--- src/rtl/mem_access_unit_if.sv ---
// Bundle of the EX-side request, data-memory and WB-side result signals of mem_access_unit.
// The slave modport is the unit's view; master is the surrounding pipeline/memory view.
interface mem_access_unit_if;
   logic        in_valid;
   logic        in_ready;
   logic [2:0]  in_op;
   logic [31:0] in_addr;
   logic [31:0] in_wdata;
   logic [31:0] in_pc;

   logic        mem_req;
   logic        mem_we;
   logic [9:0]  mem_addr;
   logic [3:0]  mem_be;
   logic [31:0] mem_wdata;
   logic [31:0] mem_rdata;
   logic        mem_ack;

   logic        out_valid;
   logic        out_ready;
   logic [31:0] out_rdata;
   logic        out_is_load;
   logic        out_exc;
   logic [4:0]  out_exc_code;
   logic [31:0] out_badvaddr;
   logic [31:0] out_pc;

   modport slave (
      input  in_valid, in_op, in_addr, in_wdata, in_pc, mem_rdata, mem_ack, out_ready,
      output in_ready, mem_req, mem_we, mem_addr, mem_be, mem_wdata,
             out_valid, out_rdata, out_is_load, out_exc, out_exc_code, out_badvaddr, out_pc
   );

   modport master (
      output in_valid, in_op, in_addr, in_wdata, in_pc, mem_rdata, mem_ack, out_ready,
      input  in_ready, mem_req, mem_we, mem_addr, mem_be, mem_wdata,
             out_valid, out_rdata, out_is_load, out_exc, out_exc_code, out_badvaddr, out_pc
   );
endinterface

--- src/rtl/mem_access_unit.sv ---
// Multi-cycle load/store controller: alignment check, byte-enabled memory request,
// load extension and a registered result/exception toward write-back.
module mem_access_unit (
   input  logic               clk,
   input  logic               reset,
   mem_access_unit_if.slave   bus
);
   localparam logic [2:0] OP_LB  = 3'b000;
   localparam logic [2:0] OP_LBU = 3'b001;
   localparam logic [2:0] OP_LH  = 3'b010;
   localparam logic [2:0] OP_LHU = 3'b011;
   localparam logic [2:0] OP_LW  = 3'b100;
   localparam logic [2:0] OP_SB  = 3'b101;
   localparam logic [2:0] OP_SH  = 3'b110;
   localparam logic [2:0] OP_SW  = 3'b111;

   typedef enum logic [1:0] {ST_IDLE, ST_WAIT, ST_RESP} state_t;

   state_t      r_state, w_next_state;
   logic [2:0]  r_op;
   logic [1:0]  r_lane;
   logic [31:0] r_pc;
   logic        r_mem_we;
   logic [9:0]  r_mem_addr;
   logic [3:0]  r_mem_be;
   logic [31:0] r_mem_wdata;
   logic [31:0] r_out_rdata;
   logic        r_out_is_load;
   logic        r_out_exc;
   logic [4:0]  r_out_exc_code;
   logic [31:0] r_out_badvaddr;
   logic [31:0] r_out_pc;

   logic [3:0]  w_be;
   logic [31:0] w_wdata;
   logic        w_misaligned;
   logic        w_is_store;
   logic [7:0]  w_byte;
   logic [15:0] w_half;
   logic [31:0] w_load_data;

   // NOTE: every signal written in always_comb gets a default first, so no path can infer a latch.
   always_comb begin
      w_be         = 4'b0000;
      w_wdata      = 32'h0;
      w_misaligned = 1'b0;
      w_is_store   = bus.in_op[2] & (|bus.in_op[1:0]);
      unique case (bus.in_op)
         OP_LB, OP_LBU, OP_SB: begin
            w_be    = 4'b0001 << bus.in_addr[1:0];
            w_wdata = {4{bus.in_wdata[7:0]}};
         end
         OP_LH, OP_LHU, OP_SH: begin
            w_be         = bus.in_addr[1] ? 4'b1100 : 4'b0011;
            w_wdata      = {2{bus.in_wdata[15:0]}};
            w_misaligned = bus.in_addr[0];
         end
         default: begin
            w_be         = 4'b1111;
            w_wdata      = bus.in_wdata;
            w_misaligned = |bus.in_addr[1:0];
         end
      endcase
   end

   // Load extraction works on the lane latched at acceptance, not on the live input address.
   always_comb begin
      w_half      = r_lane[1] ? bus.mem_rdata[31:16] : bus.mem_rdata[15:0];
      w_byte      = bus.mem_rdata[8*r_lane +: 8];
      w_load_data = 32'h0;
      unique case (r_op)
         OP_LB:   w_load_data = {{24{w_byte[7]}}, w_byte};
         OP_LBU:  w_load_data = {24'h0, w_byte};
         OP_LH:   w_load_data = {{16{w_half[15]}}, w_half};
         OP_LHU:  w_load_data = {16'h0, w_half};
         OP_LW:   w_load_data = bus.mem_rdata;
         default: w_load_data = 32'h0;
      endcase
   end

   always_comb begin
      w_next_state = r_state;
      unique case (r_state)
         ST_IDLE: if (bus.in_valid)  w_next_state = w_misaligned ? ST_RESP : ST_WAIT;
         ST_WAIT: if (bus.mem_ack)   w_next_state = ST_RESP;
         ST_RESP: if (bus.out_ready) w_next_state = ST_IDLE;
         default:                    w_next_state = ST_IDLE;
      endcase
   end

   // NOTE: sequential state uses non-blocking assignments so every register samples pre-edge values.
   always_ff @(posedge clk or negedge reset) begin
      if (!reset) r_state <= ST_IDLE;
      else        r_state <= w_next_state;
   end

   // NOTE: data registers are reset too, because the outputs must read zero while reset is held.
   always_ff @(posedge clk or negedge reset) begin
      if (!reset) begin
         r_op           <= 3'b000;
         r_lane         <= 2'b00;
         r_pc           <= 32'h0;
         r_mem_we       <= 1'b0;
         r_mem_addr     <= 10'h0;
         r_mem_be       <= 4'b0000;
         r_mem_wdata    <= 32'h0;
         r_out_rdata    <= 32'h0;
         r_out_is_load  <= 1'b0;
         r_out_exc      <= 1'b0;
         r_out_exc_code <= 5'd0;
         r_out_badvaddr <= 32'h0;
         r_out_pc       <= 32'h0;
      end else if (r_state == ST_IDLE && bus.in_valid) begin
         r_op   <= bus.in_op;
         r_lane <= bus.in_addr[1:0];
         r_pc   <= bus.in_pc;
         if (w_misaligned) begin
            r_out_rdata    <= 32'h0;
            r_out_is_load  <= 1'b0;
            r_out_exc      <= 1'b1;
            r_out_exc_code <= w_is_store ? 5'd5 : 5'd4;
            r_out_badvaddr <= bus.in_addr;
            r_out_pc       <= bus.in_pc;
         end else begin
            r_mem_we    <= w_is_store;
            r_mem_addr  <= bus.in_addr[11:2];
            r_mem_be    <= w_be;
            r_mem_wdata <= w_wdata;
         end
      end else if (r_state == ST_WAIT && bus.mem_ack) begin
         r_out_rdata    <= w_load_data;
         r_out_is_load  <= ~r_mem_we;
         r_out_exc      <= 1'b0;
         r_out_exc_code <= 5'd0;
         r_out_badvaddr <= 32'h0;
         r_out_pc       <= r_pc;
      end
   end

   assign bus.in_ready     = (r_state == ST_IDLE);
   assign bus.mem_req      = (r_state == ST_WAIT);
   assign bus.out_valid    = (r_state == ST_RESP);
   assign bus.mem_we       = r_mem_we;
   assign bus.mem_addr     = r_mem_addr;
   assign bus.mem_be       = r_mem_be;
   assign bus.mem_wdata    = r_mem_wdata;
   assign bus.out_rdata    = r_out_rdata;
   assign bus.out_is_load  = r_out_is_load;
   assign bus.out_exc      = r_out_exc;
   assign bus.out_exc_code = r_out_exc_code;
   assign bus.out_badvaddr = r_out_badvaddr;
   assign bus.out_pc       = r_out_pc;
endmodule

--- src/flat_wrapper.sv ---
// flat-port wrapper written by rule: the top's interface ports become plain ports
module mem_access_unit_flat 
  (clk, reset, bus_in_valid, bus_in_op, bus_in_addr, bus_in_wdata, bus_in_pc, bus_mem_rdata, bus_mem_ack, bus_out_ready, bus_in_ready, bus_mem_req, bus_mem_we, bus_mem_addr, bus_mem_be, bus_mem_wdata, bus_out_valid, bus_out_rdata, bus_out_is_load, bus_out_exc, bus_out_exc_code, bus_out_badvaddr, bus_out_pc);
  mem_access_unit_if bus_i ();
  input  logic clk;
  input  logic reset;
  input wire logic [$bits(bus_i.in_valid)-1:0] bus_in_valid;
  input wire logic [$bits(bus_i.in_op)-1:0] bus_in_op;
  input wire logic [$bits(bus_i.in_addr)-1:0] bus_in_addr;
  input wire logic [$bits(bus_i.in_wdata)-1:0] bus_in_wdata;
  input wire logic [$bits(bus_i.in_pc)-1:0] bus_in_pc;
  input wire logic [$bits(bus_i.mem_rdata)-1:0] bus_mem_rdata;
  input wire logic [$bits(bus_i.mem_ack)-1:0] bus_mem_ack;
  input wire logic [$bits(bus_i.out_ready)-1:0] bus_out_ready;
  output wire logic [$bits(bus_i.in_ready)-1:0] bus_in_ready;
  output wire logic [$bits(bus_i.mem_req)-1:0] bus_mem_req;
  output wire logic [$bits(bus_i.mem_we)-1:0] bus_mem_we;
  output wire logic [$bits(bus_i.mem_addr)-1:0] bus_mem_addr;
  output wire logic [$bits(bus_i.mem_be)-1:0] bus_mem_be;
  output wire logic [$bits(bus_i.mem_wdata)-1:0] bus_mem_wdata;
  output wire logic [$bits(bus_i.out_valid)-1:0] bus_out_valid;
  output wire logic [$bits(bus_i.out_rdata)-1:0] bus_out_rdata;
  output wire logic [$bits(bus_i.out_is_load)-1:0] bus_out_is_load;
  output wire logic [$bits(bus_i.out_exc)-1:0] bus_out_exc;
  output wire logic [$bits(bus_i.out_exc_code)-1:0] bus_out_exc_code;
  output wire logic [$bits(bus_i.out_badvaddr)-1:0] bus_out_badvaddr;
  output wire logic [$bits(bus_i.out_pc)-1:0] bus_out_pc;
  assign bus_i.in_valid = bus_in_valid;
  assign bus_i.in_op = bus_in_op;
  assign bus_i.in_addr = bus_in_addr;
  assign bus_i.in_wdata = bus_in_wdata;
  assign bus_i.in_pc = bus_in_pc;
  assign bus_i.mem_rdata = bus_mem_rdata;
  assign bus_i.mem_ack = bus_mem_ack;
  assign bus_i.out_ready = bus_out_ready;
  assign bus_in_ready = bus_i.in_ready;
  assign bus_mem_req = bus_i.mem_req;
  assign bus_mem_we = bus_i.mem_we;
  assign bus_mem_addr = bus_i.mem_addr;
  assign bus_mem_be = bus_i.mem_be;
  assign bus_mem_wdata = bus_i.mem_wdata;
  assign bus_out_valid = bus_i.out_valid;
  assign bus_out_rdata = bus_i.out_rdata;
  assign bus_out_is_load = bus_i.out_is_load;
  assign bus_out_exc = bus_i.out_exc;
  assign bus_out_exc_code = bus_i.out_exc_code;
  assign bus_out_badvaddr = bus_i.out_badvaddr;
  assign bus_out_pc = bus_i.out_pc;
  mem_access_unit u_core (.clk(clk), .reset(reset), .bus(bus_i));
endmodule
--- config.mk ---
export PLATFORM = sky130hd
export DESIGN_NAME = mem_access_unit_flat
export DESIGN_NICKNAME = d
export VERILOG_FILES = /design/src/rtl/mem_access_unit_if.sv /design/src/rtl/mem_access_unit.sv /design/src/flat_wrapper.sv
export SDC_FILE = /design/constraint.sdc
export NUM_CORES = 1
export LEC_CHECK = 0
export ABC_AREA = 0
export BUFFER_PORTS_ARGS = -buffer_cell sky130_fd_sc_hd__buf_2
export CORE_UTILIZATION = 49
export DETAILED_ROUTE_END_ITERATION = 10
export PLACE_DENSITY = 0.79
export SYNTH_ARGS = -nofsm -noshare
export SYNTH_HDL_FRONTEND = slang
export SYNTH_SLANG_ARGS = --single-unit
export TNS_END_PERCENT = 5
--- constraint.sdc ---
create_clock -name clk -period 2.45 [get_ports clk]
set_input_delay 0.49 -clock clk [delete_from_list [all_inputs] [get_ports clk]]
set_output_delay 0.49 -clock clk [all_outputs]
set_load 0.01 [all_outputs]
==> results_dict.tcl <==
set metrics [dict create \
    reg2reg_setup_slack_ps 260 \
    ff2ff_path_depth 3 \
    chipHeight_um 128.1 \
    timing_worst_slew_pin_value_ps 987.7 \
    timing_worst_setup_path_type "register to register" \
    first_global_vias 5794 \
    syn-instance-count 563 \
    routedWlPerCell_um 18.24 \
    antenna_found_initial 2 \
    yosys_most_used_dff "sky130_fd_sc_hd__dfrtp_1" \
    post_cts_resized 0 \
    drive_gt1_share_pct 54.23 \
    worst_ir_drop_vdd_mv 0.9287 \
    power.combinational.fraction_pct 39.4 \
    slowest_delay_ps 760 \
    timing.critical_path.arrival_ps 2540 \
    path_clk_slew_ps 70 \
    timing.final.max_slew_violations 0 \
    cts.sinks 185 \
    cellInternalPower_mw 8.696 \
    met2_length_mm 9.610 \
    globalRoute.totalOverflow 0 \
    critPathRequiredTime_ps 2800 \
    layout.nets 987 \
    p_total_mw 13.15 \
    post_detailed_route_via_to_cell_ratio 5.458 \
    global_route.usage.total_pct 24.35 \
    layout.cells.most_common "sky130_fd_sc_hd__buf_2" \
    yosys_warnings 0 \
    rows 45 \
    dp.cells 1043 \
    clock-skew-final_ps 9.817 \
    status "finished clean" \
    cts.hold.buffers_added 0 \
    reg2reg_from "u_core.r_op[1]" \
    critPathLaunchType "register" \
    wire_length_of_the_first_global_routing_pass_mm 30.58 \
    crit_cells 3 \
    synth.cell_area_sq_mm 0.007790 \
    postSynth.asyncResetShare_pct 100.0 \
    drt_pre_antenna_iters 5 \
    postLayoutCellArea_sq_mm 0.01014 \
    timing.final.crit_period_ps 2186 \
    synth_enable_flop_cells 0 \
    place.port_buffers 285 \
    finalSetupViolCount 0 \
    detailroute.via_count 5873 \
    timing.critical_path.cells "or3b_2 > nor2_1 > a221o_2" \
    netSwitchingFraction_pct 33.89 \
    cts_root_buffer "sky130_fd_sc_hd__clkbuf_16" \
    timing.final.ws_setup_ps 263.7 \
    critical_path_cell_with_the_highest_stage_delay "sky130_fd_sc_hd__nor2_1" \
    hold_viol 0 \
    dr_wl_met3_mm 1.330 \
    place_area_sq_mm 0.009547 \
    critPathLaunch "u_core.r_op[1]" \
    initial_utilization_pct 50.68 \
    core_area_sq_mm 0.01537 \
    final_antenna_net_count 0 \
    timing.hold.worst.class "primary input to async pin" \
    timing.critical_path.fanout_max 16 \
    switching_component_of_the_power_mw 4.459 \
    cts-htree-levels 4 \
    worst_skew_pair_latency_ps 420 \
    cp.buffers_inverters 0 \
    worst_hold_slack_ps 61.16 \
    worst_setup_slack_before_clock_tree_synthesis_ps 250.6 \
    worstSetupEndpointType "register" \
    layout_worst_path_cycle_share_pct 89.24 \
    synthDistinctLibCells 52 \
    postSynthAreaPerCell_sq_um 13.84 \
    grt_setup_unrepaired "no" \
    totalNegativeSetupSlack_ps 0 \
    floorplan.die_area_sq_mm 0.01641 \
    finalWirelength_mm 19.63 \
    first_iter_violations 371 \
    clk_path_buf_depth 2 \
    p_seq_share_pct 39.9 \
    slew-limit-headroom_pct 33.91 \
    wl_met1_mm 8.296 \
    ys_seq_area_share_pct 59.43 \
    ios 289 \
    die_x_um 128.1 \
    grt_max_degree 63 \
    postLayoutCoreUtil_pct 65.97 \
    mostFrequentLayoutCells "sky130_fd_sc_hd__buf_2, sky130_fd_sc_hd__dfrtp_1, sky130_fd_sc_hd__mux2_2" \
    ys_seq_elements 185 \
    achievable-frequency_mhz 457.4 \
    leakagePower_nw 5.077 \
    fillers 1202 \
    num_cts_buffers 17 \
    stdcell_count 1076 \
    syn_to_final_growth_pct 30.18 \
    worstSetupEndpoint "u_core.bus.out_rdata[24]" \
    post-cts-setup-buffers 0 \
    share_clk_of_total_power_pct 20.7 \
    hpwlAfterDp_mm 14.37 \
    finalWeightedCongestion 0.8251 \
    drcViolationCount 0 \
    path_delay_family "simple AND/OR/NAND/NOR gates" \
    power.density_mw_per_mm2 1297 \
    top_layer "met4" \
    reg2reg_to "u_core.bus.out_rdata[24]" \
    drv_cap 0 \
    cts_tree "built" \
]
## flip-flops by register name, indices dropped and copies added (netlist names)
| register | flops |
|---|---|
| u_core.r_lane | 2 |
| u_core.bus.out_is_load | 1 |
| u_core.bus.out_exc_code | 2 |
| u_core.bus.mem_we | 1 |
| u_core.bus.out_rdata | 32 |
| u_core.r_op | 3 |
| u_core.r_state | 2 |
| u_core.bus.out_pc | 32 |
| u_core.bus.out_badvaddr | 32 |
| u_core.r_pc | 32 |
| u_core.bus.mem_be | 4 |
| u_core.bus.mem_wdata | 32 |
| u_core.bus.mem_addr | 10 |
## cells in the mapped netlist, types with 7 or more instances
library cell	count	area [sq um]
sky130_fd_sc_hd__a21o_1	11	82.58
sky130_fd_sc_hd__a21oi_1	11	55.05
sky130_fd_sc_hd__a221o_1	14	140.1
sky130_fd_sc_hd__a221o_2	10	112.6
sky130_fd_sc_hd__a222oi_1	7	70.07
sky130_fd_sc_hd__a22o_1	33	289.0
sky130_fd_sc_hd__a22oi_1	9	67.56
sky130_fd_sc_hd__and2_1	9	56.30
sky130_fd_sc_hd__buf_2	14	70.07
sky130_fd_sc_hd__buf_4	11	82.58
sky130_fd_sc_hd__clkbuf_1	11	41.29
sky130_fd_sc_hd__dfrtp_1	185	4629
sky130_fd_sc_hd__mux2_2	104	1171
sky130_fd_sc_hd__mux2i_1	16	160.2
sky130_fd_sc_hd__nand2_1	17	63.81
sky130_fd_sc_hd__nor2_1	7	26.28
sky130_fd_sc_hd__o21ai_0	35	175.2
sky130_fd_sc_hd__o2bb2ai_1	9	78.83
## area by class of cell
type / instances / area [sq um] / area share, %
multi-input combinational: 335 / 2933 / 28.92
timing repair buffer: 308 / 1705 / 16.82
clock buffer: 22 / 474.2 / 4.676
antenna: 2 / 5.005 / 0.04935
sequential: 185 / 4629 / 45.65
clock inverter: 9 / 115.1 / 1.135
inverter: 4 / 15.01 / 0.1481
tap: 211 / 264.0 / 2.603
## worst min-delay path by stage
stage / endpoint / slack (ps) / cells after the start / start
after floorplan: u_core.bus.mem_addr[0] / 190 / 0 / reset
after global placement: u_core.bus.out_rdata[9] / 450 / 1 / u_core.bus.out_rdata[9]
after detailed placement: u_core.bus.out_rdata[8] / 460 / 1 / u_core.bus.out_rdata[8]
after CTS: u_core.bus.mem_wdata[5] / 70 / 1 / reset
after global routing: u_core.bus.mem_wdata[5] / 90 / 1 / reset
final: u_core.bus.mem_wdata[5] / 60 / 1 / reset
## worst register-to-register path, cell delays in order (launching register included)
cell and delay (ps):
sky130_fd_sc_hd__dfrtp_1 520, sky130_fd_sc_hd__or3b_2 550, sky130_fd_sc_hd__nor2_1 760, sky130_fd_sc_hd__a221o_2 300
## layer usage
layer | vias to the layer above | global-route usage, %
li1 | 2700 | -
met1 | 2911 | 30.83
met2 | 238 | 39.96
met3 | 24 | 7.972
met4 | 0 | 7.197
met5 | - | 0
## power groups by stage
stage          sequential, mW  clock, mW  combinational, mW
2_1_floorplan            5.72          0               2.64
5_1_grt                  5.42       2.90               5.60
3_3_place_gp             5.23          0               5.09
6_report                 5.25       2.73               5.18
4_1_cts                  5.25       2.78               5.23
3_5_place_dp             5.28          0               5.21
## logic make-up (layout without fill, tap and decap cells)
group	Yosys count	in the layout	share of synthesized area, %
DFF	185	185	59.43
AOI/OAI and AO/OA	155	155	15.74
muxes	121	121	17.43
and+or+nand+nor	56	56	4.048
buffers and inverters	45	343	3.309
other	1	5	0.04814
No activity file was read; power rests on OpenSTA's default activity.
